[src/rtl/divider_64.sv]
// Iterative unsigned divider: one quotient bit per clock via restoring shift-subtract.
// Start/busy/done handshake lets the control unit stall instead of carrying a combinational divide.
module divider_64 #(
  parameter int WIDTH = 64
) (
  input  logic             clk,
  input  logic             reset,
  input  logic             start,
  input  logic [WIDTH-1:0] dividend,
  input  logic [WIDTH-1:0] divisor,
  output logic             busy,
  output logic             done,
  output logic [WIDTH-1:0] quotient,
  output logic [WIDTH-1:0] remainder,
  output logic             div_by_zero
);

  localparam int CW = $clog2(WIDTH + 1);

  typedef enum logic [1:0] {
    IDLE,
    RUN,
    FINISH
  } state_t;

  state_t state;
  state_t state_next;

  logic [WIDTH-1:0] divisor_q;
  logic [WIDTH-1:0] q_work;
  logic [WIDTH-1:0] q_next;
  logic [WIDTH:0]   r_work;
  logic [WIDTH:0]   r_shift;
  logic [WIDTH:0]   r_diff;
  logic [WIDTH:0]   r_next;
  logic [WIDTH:0]   sub_operand;
  logic [CW-1:0]    count;
  logic             carry;
  logic             accept;
  logic             divisor_zero;
  logic             last_iter;

  assign accept       = start && (state != RUN);
  assign divisor_zero = (divisor == '0);
  assign last_iter    = (count == CW'(1));
  assign busy         = (state == RUN);
  assign done         = (state == FINISH);

  // One iteration: shift the next dividend bit into R, then trial-subtract the
  // divisor as an add of its two's complement, rippled bit by bit.
  always_comb begin
    r_shift     = {r_work[WIDTH-1:0], q_work[WIDTH-1]};
    sub_operand = ~{1'b0, divisor_q};
    r_diff      = '0;
    // NOTE: blocking assignments here model the carry rippling through the
    // chain within one evaluation; sequential state below uses <= only.
    carry       = 1'b1;
    for (int i = 0; i <= WIDTH; i++) begin
      r_diff[i] = r_shift[i] ^ sub_operand[i] ^ carry;
      carry     = (r_shift[i] & sub_operand[i]) | (carry & (r_shift[i] ^ sub_operand[i]));
    end
    // Carry-out set means R' >= divisor, so the subtraction is kept.
    q_next = {q_work[WIDTH-2:0], carry};
    r_next = carry ? r_diff : r_shift;
  end

  always_ff @(posedge clk) begin
    if (reset) begin
      state <= IDLE;
    end else begin
      state <= state_next;
    end
  end

  always_comb begin
    // NOTE: default first so every path assigns state_next and no latch is inferred.
    state_next = state;
    unique case (state)
      IDLE: begin
        if (start) begin
          state_next = divisor_zero ? FINISH : RUN;
        end
      end
      RUN: begin
        if (last_iter) begin
          state_next = FINISH;
        end
      end
      FINISH: begin
        if (start) begin
          state_next = divisor_zero ? FINISH : RUN;
        end else begin
          state_next = IDLE;
        end
      end
      default: state_next = IDLE;
    endcase
  end

  // NOTE: working registers carry no reset; they are always loaded on the
  // accepting edge before being read, and the state register guards their use.
  always_ff @(posedge clk) begin
    if (accept) begin
      divisor_q <= divisor;
      q_work    <= dividend;
      r_work    <= '0;
      count     <= CW'(WIDTH);
    end else if (state == RUN) begin
      q_work <= q_next;
      r_work <= r_next;
      count  <= count - CW'(1);
    end
  end

  // Visible results move only on the edge entering FINISH; divide-by-zero
  // returns quotient 0 and the dividend as remainder without iterating.
  always_ff @(posedge clk) begin
    if (reset) begin
      quotient    <= '0;
      remainder   <= '0;
      div_by_zero <= 1'b0;
    end else if (accept) begin
      div_by_zero <= divisor_zero;
      if (divisor_zero) begin
        quotient  <= '0;
        remainder <= dividend;
      end
    end else if ((state == RUN) && last_iter) begin
      quotient  <= q_next;
      remainder <= r_next[WIDTH-1:0];
    end
  end

endmodule

[config.mk]
export PLATFORM = sky130hd
export DESIGN_NAME = divider_64
export DESIGN_NICKNAME = d
export VERILOG_FILES = /design/src/rtl/divider_64.sv
export SDC_FILE = /design/constraint.sdc
export NUM_CORES = 1
export LEC_CHECK = 0
export CAP_MARGIN = 20
export CORE_MARGIN = 1
export CORE_UTILIZATION = 55
export DETAILED_ROUTE_END_ITERATION = 16
export GPL_TIMING_DRIVEN = 0
export PLACE_DENSITY = 0.8
export SYNTH_ARGS = -nofsm -noshare
export SYNTH_HDL_FRONTEND = slang
export SYNTH_SLANG_ARGS = --single-unit
export TNS_END_PERCENT = 10
[constraint.sdc]
create_clock -name clk -period 39.9 [get_ports clk]
set_input_delay 7.98 -clock clk [delete_from_list [all_inputs] [get_ports clk]]
set_output_delay 7.98 -clock clk [all_outputs]
set_load 0.02 [all_outputs]
==> summary.md, run 1 <==
Status
- **outcome** finished clean

Clocking
- **buffer levels on the longest clock path** 3
- **post-cts hold buffer count** 0
- **clock tree from TritonCTS** built
- **clock-pin slew of the registers on the worst-case setup and hold paths** 0.06 ns
- **clock buffer count from CTS** 35
- **number of post-CTS setup repair buffers** 0
- **Resized cells post-CTS** 0
- **level count of the clock H-tree** 2
- **total number of clock tree sinks** 330
- **CTS root buffer** sky130_fd_sc_hd__clkbuf_16
- **worst-skew pair later-pin latency** 0.52 ns

Critical path
- **cell repeated most along the worst path** sky130_fd_sc_hd__fa_1
- **kind of critical path** flip-flop to flip-flop
- **endpoint type of the worst setup path** flip-flop
- **slowest library cell on the worst path** sky130_fd_sc_hd__edfxtp_1
- **required arrival time at the worst endpoint** 40.32 ns
- **Worst path max stage delay** 0.42 ns
- **Critical Path Source Type** flip-flop
- **maximum fanout along the worst path** 10
- **Worst EP arrival** 28.05 ns
- **reg-to-reg setup timing slack** 12.27 ns

Timing
- **final critical-path required period** 27.63 ns
- **Hold Fails Final Rpt** 0
- **fmax** 36.2 MHz
- **final clock period utilization by the worst path** 69.2%
- **least setup slack across all paths after layout** 12.27 ns
- **Clock Skews** 0.0139 ns
- **minimum hold slack** 0.465 ns
- **total setup violations reported at the end of the flow** 0
- **Worst-Margin Slew** 1.02 ns
- **setup repair after global routing missed its margin** no
- **TNS Setup** 0 ns
- **normalized max-slew margin** 31.6%
- **max-slew violation count** 0

Power and ir drop
- **switching pwr** 0.000363 W
- **switch share** 34.0%
- **power per standard cell area** 53.3 mW/mm^2
- **reported leakage power** 6.51 nW
- **overall power consumption** 0.00107 W
- **cell internal pwr** 0.000703 W
- **share of total power in the clock network** 29.9%
- **register share of total power** 41.0%
- **maximum vdd ir drop** 0.0333 mV
- **Combinational Power Share** 29.1%

Logic synthesis
- **flip-flop and latch count after synthesis** 330
- **largest cells by area after synthesis** sky130_fd_sc_hd__dfxtp_1, sky130_fd_sc_hd__edfxtp_1, sky130_fd_sc_hd__fa_1, sky130_fd_sc_hd__o21ai_0, sky130_fd_sc_hd__nand2_1
- **async set-or-reset flop fraction in the synthesized netlist** 0%
- **most frequent cells after synthesis** sky130_fd_sc_hd__nand2_1, sky130_fd_sc_hd__o21ai_0, sky130_fd_sc_hd__dfxtp_1
- **largest area contributor in the synthesized netlist** sky130_fd_sc_hd__dfxtp_1
- **Post-Syn Area** 0.0158 mm^2
- **net count after synthesis** 1820
- **number of synthesized flops with an enable pin** 128
- **count of mapped cells out of synthesis** 1623
- **most used standard cell by instance count after synthesis** sky130_fd_sc_hd__nand2_1
- **number of warnings issued by yosys** 0
- **Post-Syn Area per Cell** 9.73 um^2
- **number of unique standard cell types used by synthesis** 37
- **portion of the post-synthesis area used by sequential elements** 50.0%
- **Post-synth top flop** sky130_fd_sc_hd__dfxtp_1
- **share of the synthesized area in the top cell type** 25.6%

Floorplan
- **placeable core region** 0.0280 mm^2
- **DIE HEIGHT** 171 um
- **total I/O pin count** 262
- **row count** 61
- **die extent in x** 171 um
- **Die Outline Area** 0.0294 mm^2
- **effective utilization at floorplan** 56.4%

Global routing
- **via count of the first global-routing pass** 13.1k
- **global-route wire length before repair** 71.2 mm
- **overflow left after global routing** 0
- **antenna violations before repair** 3
- **maximum number of pins on one net before global-route repair** 74
- **global router's overall resource usage** 31.4%

Cells and area
- **number of fillers in the final layout** 2086
- **area growth from synthesis to layout** 26.6%
- **fraction of the core area covered by cells at the end of the flow** 71.3%
- **fraction of final layout cells sized beyond drive strength 1** 8.07%
- **net total in the final layout** 2117

Route
- **antenna-violating nets left** 0
- **detailed-route wire length per cell** 19.9 um
- **detailed-route vias per instance** 5.91
- **initial detailed-routing violation count** 1596
- **sum of routed wire length over all layers** 46.2 mm
- **DRC violations left** 0
- **detailed-route via count** 13.8k
- **length of the first detailed-routing pass in iterations** 6

Place
- **pre-CTS setup slack** 12.56 ns
- **post-detailed-placement half-perimeter wirelength** 34.6 mm
- **GP Congestion** 0.937
- **quantity of I/O buffers inserted on ports** 260

Run
- **number of maximum-capacitance violations** 0

Hold path
- **HP Class** flip-flop to flip-flop

-- power by group through the flow --
stage / Sequential, W / Clock (W) / Combinational [W]
2_1_floorplan: 0.000442 / 0 / 0.000187
3_3_place_gp: 0.000441 / 0 / 0.000288
3_5_place_dp: 0.000442 / 0 / 0.000301
4_1_cts: 0.000436 / 0.000319 / 0.000304
5_1_grt: 0.000442 / 0.000332 / 0.000348
6_report: 0.000437 / 0.000318 / 0.000310
-- logic make-up (layout without fill, tap and decap cells) --
kind of cell / count (synthesis) / in the layout / share of synthesized area, %
compound gates: 515 / 515 / 21.5
simple gates: 488 / 488 / 13.9
flops: 330 / 330 / 50.0
buf+inv: 217 / 540 / 5.96
fa+ha+maj: 66 / 66 / 8.23
mux: 4 / 4 / 0.262
xor+xnor: 3 / 3 / 0.166
other cells: 0 / 3 / 0
-- final timing paths --
check | startpoint | to | depth (start not counted)
min reg2reg | quotient[51] | quotient[51] | 2
max | q_work[63] | remainder[39] | 75
max reg2reg | q_work[63] | remainder[39] | 75
min | quotient[51] | quotient[51] | 2
-- stage by stage --
stage / instance area (um^2) / cells
3_3_place_gp: 18900 / 2261
3_5_place_dp: 18900 / 2261
2_1_floorplan: 15800 / 1623
6_report: 20000 / 2327
5_1_grt: 20000 / 2326
4_1_cts: 20000 / 2324
-- routing by layer --
layer / global-route usage [%] / share of wire [%]
met5: 0 / 0.028
met3: 4.88 / 9.0
met1: 44.2 / 42
met2: 48.8 / 45
met4: 12.2 / 3.8
-- placed cells by master, fill, tap and decap left out, drive strengths merged, types with 2 or more instances in the layout --
| cell | count |
|---|---|
| nand2 | 323 |
| clkdlybuf4s50 | 260 |
| o21ai | 252 |
| dfxtp | 202 |
| clkbuf | 151 |
| a21oi | 131 |
| edfxtp | 128 |
| inv | 71 |
| o211ai | 66 |
| or3 | 63 |
| nand3 | 63 |
| fa | 63 |
| a311oi | 62 |
| buf | 42 |
| nor4 | 17 |
| clkinv | 14 |
| nand3b | 6 |
| nand4 | 4 |
| diode | 3 |
| mux2i | 3 |
| ha | 3 |
| nor3 | 3 |
| nor2 | 2 |
| xor2 | 2 |
| o22a | 2 |
| bufinv | 2 |
| nand2b | 2 |
-- registers in the layout (all words and copies together) (netlist names) --
| signal | flops |
|---|---|
| count | 7 |
| quotient | 64 |
| div_by_zero | 1 |
| r_work | 64 |
| q_work | 64 |
| divisor_q | 64 |
| remainder | 64 |
| state | 2 |
-- worst max-delay path: cells and delay by family, from the launching register on --
family / cells / cell delay, ns
buf+inv: 6 / 1.00
fa+ha+maj: 64 / 25.01
compound gates: 4 / 0.86
simple gates: 1 / 0.21
flops: 1 / 0.42
-- area by class of cell --
type / instances / area, um^2 / share of cell area, %
Clock inverter: 16 / 130 / 0.651
Clock buffer: 47 / 973 / 4.87
Timing Repair Buffer: 260 / 2600 / 13.0
Tap cell: 378 / 473 / 2.37
Buffer: 146 / 678 / 3.39
Antenna cell: 3 / 7.51 / 0.0376
Inverter: 71 / 267 / 1.33
Multi-Input combinational cell: 1076 / 6970 / 34.9
Sequential cell: 330 / 7890 / 39.5
(Power assumes the default switching activity.)
==> run 2: changes to the inputs <==
--- a/config.mk
+++ b/config.mk
@@ -7,10 +7,10 @@
 export LEC_CHECK = 0
 export CAP_MARGIN = 20
 export CORE_MARGIN = 1
-export CORE_UTILIZATION = 55
+export CORE_UTILIZATION = 49
 export DETAILED_ROUTE_END_ITERATION = 16
 export GPL_TIMING_DRIVEN = 0
-export PLACE_DENSITY = 0.8
+export PLACE_DENSITY = 0.75
 export SYNTH_ARGS = -nofsm -noshare
 export SYNTH_HDL_FRONTEND = slang
 export SYNTH_SLANG_ARGS = --single-unit
==> constraint.sdc (replaced) <==
create_clock -name clk -period 24.1 [get_ports clk]
set_input_delay 4.82 -clock clk [delete_from_list [all_inputs] [get_ports clk]]
set_output_delay 4.82 -clock clk [all_outputs]
set_load 0.02 [all_outputs]
==> run 2 against run 1 <==
Effect of this change:
- design area grew 2.4%
- maximum frequency grew 16%
- non-clock buffer count grew 9
- clock skew grew 0.0021 ns
- register-to-register slack lost 12 ns
- worst setup slack lost 12 ns
- global-route usage shrank 3.0 points
- hold slack gained 0.00051 ns
- largest power group unchanged
==> summary.md, run 2 (same netlist as run 1, synthesis figures left out) <==
Cells and area
- **net total in the final layout** 2127, +0.47%
- **most common cell after layout, fill and taps aside** sky130_fd_sc_hd__nand2_1
- **number of non-filler instances in the completed layout** 2359, +1.4%
- **number of fillers in the final layout** 2543, +22%
- **area growth from synthesis to layout** 29.6%
- **most frequent cells in the layout** sky130_fd_sc_hd__nand2_1, sky130_fd_sc_hd__clkdlybuf4s50_1, sky130_fd_sc_hd__dfxtp_1, sky130_fd_sc_hd__o21ai_0, sky130_fd_sc_hd__a21oi_1
- **fraction of final layout cells sized beyond drive strength 1** 13.0%, +4.9 points

Route
- **detailed-route via count** 13.7k, -0.051%
- **length of the first detailed-routing pass in iterations** 6, unchanged
- **antenna-violating nets left** 0, unchanged
- **detailed-route vias per instance** 5.83, -1.4%
- **initial detailed-routing violation count** 1447, -9.3%
- **DRC violations left** 0, unchanged
- **sum of routed wire length over all layers** 47.5 mm, +2.8%
- **detailed-route wire length per cell** 20.1 um, +1.4%

Global routing
- **via count of the first global-routing pass** 13.2k, +1.4%
- **overflow left after global routing** 0, unchanged
- **global-route wire length before repair** 73.4 mm, +3.1%
- **maximum number of pins on one net before global-route repair** 67, -9.5%
- **global router's overall resource usage** 28.4%, -3.0 points
- **antenna violations before repair** 2, -1

Timing
- **final clock period utilization by the worst path** 98.8%, +30 points
- **Clock Skews** 0.0160 ns, +0.00206 ns
- **Worst-Margin Slew** 1.03 ns, +0.0147 ns
- **normalized max-slew margin** 30.6%, -0.98 points
- **final critical-path required period** 23.80 ns, -3.83 ns
- **TNS Setup** 0 ns, unchanged
- **max-slew violation count** 0, unchanged
- **fmax** 42.0 MHz, +16%
- **total setup violations reported at the end of the flow** 0, unchanged
- **Hold Fails Final Rpt** 0, unchanged
- **setup repair after global routing missed its margin** yes

Critical path
- **maximum fanout along the worst path** 10, unchanged
- **slowest library cell on the worst path** sky130_fd_sc_hd__edfxtp_1
- **Worst EP arrival** 24.22 ns, -3.83 ns
- **Worst path max stage delay** 0.42 ns, about the same
- **endpoint type of the worst setup path** flip-flop
- **Critical Path Source Type** flip-flop
- **required arrival time at the worst endpoint** 24.52 ns, -15.80 ns
- **kind of critical path** flip-flop to flip-flop
- **cell repeated most along the worst path** sky130_fd_sc_hd__fa_2

Floorplan
- **placeable core region** 0.0316 mm^2, +13%
- **total I/O pin count** 262, unchanged
- **DIE HEIGHT** 181 um, +5.9%
- **effective utilization at floorplan** 49.9%, -6.5 points
- **Die Outline Area** 0.0329 mm^2, +12%
- **row count** 65, +6.6%
- **die extent in x** 181 um, +5.9%

Clocking
- **buffer levels on the longest clock path** 3, unchanged
- **level count of the clock H-tree** 2, unchanged
- **total number of clock tree sinks** 330, unchanged
- **worst-skew pair later-pin latency** 0.51 ns, about the same
- **CTS root buffer** sky130_fd_sc_hd__clkbuf_16
- **clock tree from TritonCTS** built
- **clock buffer count from CTS** 36, +2.9%
- **post-cts hold buffer count** 0, unchanged
- **clock-pin slew of the registers on the worst-case setup and hold paths** 0.06 ns, about the same

Run
- **number of maximum-capacitance violations** 0, unchanged

Place
- **GP Congestion** 0.920, -1.8%
- **count of placed standard cells including taps** 2286, +1.1%
- **quantity of I/O buffers inserted on ports** 260, unchanged
- **post-detailed-placement half-perimeter wirelength** 35.4 mm, +2.4%

Status
- **outcome** finished clean

Power and ir drop
- **maximum vdd ir drop** 0.0531 mV, +59%
- **reported leakage power** 6.62 nW, +1.8%
- **power per standard cell area** 91.9 mW/mm^2, +72%

Hold path
- **HP Class** flip-flop to flip-flop

==> run 2: cell count changes in the layout (fill, tap and decap cells not counted), moves of 7 or more <==
cell,before,now
sky130_fd_sc_hd__o21ai_2,0,9
sky130_fd_sc_hd__clkbuf_8,1,10
sky130_fd_sc_hd__fa_2,0,62
sky130_fd_sc_hd__o21ai_0,252,158
sky130_fd_sc_hd__clkinv_2,10,3
sky130_fd_sc_hd__clkbuf_1,112,105
sky130_fd_sc_hd__fa_1,63,1
sky130_fd_sc_hd__o21ai_1,0,85
sky130_fd_sc_hd__buf_4,0,9
==> run 2: per-stage QoR <==
step	worst slack, ns	util, %	hold WS [ns]	cell area [um^2]	total power [W]
floorplan	0.0352	-	0.464	15900	0.00106
global placement	-1.28	60.1	0.453	19000	0.00124
detailed placement	-1.40	60.2	0.458	19000	0.00126
CTS	0.0361	64.2	0.469	20300	0.00183
global route	-0.147	64.7	0.483	20500	0.00199
finish	0.299	64.7	0.465	20500	0.00188
==> run 2: final cells by class <==
type / instances / area (um^2) / share of cell area, %
sequential: 330 / 7890 / 38.5
multi-input combinational: 1076 / 7180 / 35.1
timing repair buffer: 270 / 2720 / 13.3
clock buffer: 60 / 1100 / 5.39
buffer: 145 / 785 / 3.83
tap: 402 / 503 / 2.46
inverter: 71 / 267 / 1.30
clock inverter: 4 / 23.8 / 0.116
antenna: 1 / 2.50 / 0.0122
==> run 2: path summary, 6_finish.rpt <==
path,depth (start not counted),from,end,slack (ns)
worst max-delay path,75,q_work[63],remainder[41],0.30
worst max register to register,75,q_work[63],remainder[41],0.30
worst min register to register,2,quotient[19],quotient[19],0.47
worst min-delay path,2,quotient[19],quotient[19],0.47
==> run 2: timing repair <==
item                       in CTS  in global routing
gates resized for setup        83                 68
pin swaps                      25                 42
setup endpoints to repair     130                130
cloned                          0                  1
setup buffers                   2                  6
==> run 2: worst max-delay path: cells and delay by family, from the launching register on <==
kind                       cells  cell delay, ns
buffers and inverters          6            0.58
adders and majority gates     64           21.91
and+or+nand+nor                1            0.17
AOI/OAI and AO/OA              4            0.60
DFF                            1            0.42
==> run 2: per-layer routing <==
layer,wire length [um],share of wire [%],global-route usage [%],vias up
met4,1500,3.2,9.59,2
met1,20500,43,39.4,6630
met2,21700,46,45.5,637
li1,-,-,-,6387
met3,3810,8.0,4.21,88
met5,13,0.027,0,-
==> run 2: power by group <==
part           switching, W  total, W  internal (W)
clock              0.000219  0.000530      0.000311
sequential        0.0000543  0.000727      0.000673
combinational      0.000373  0.000624      0.000251
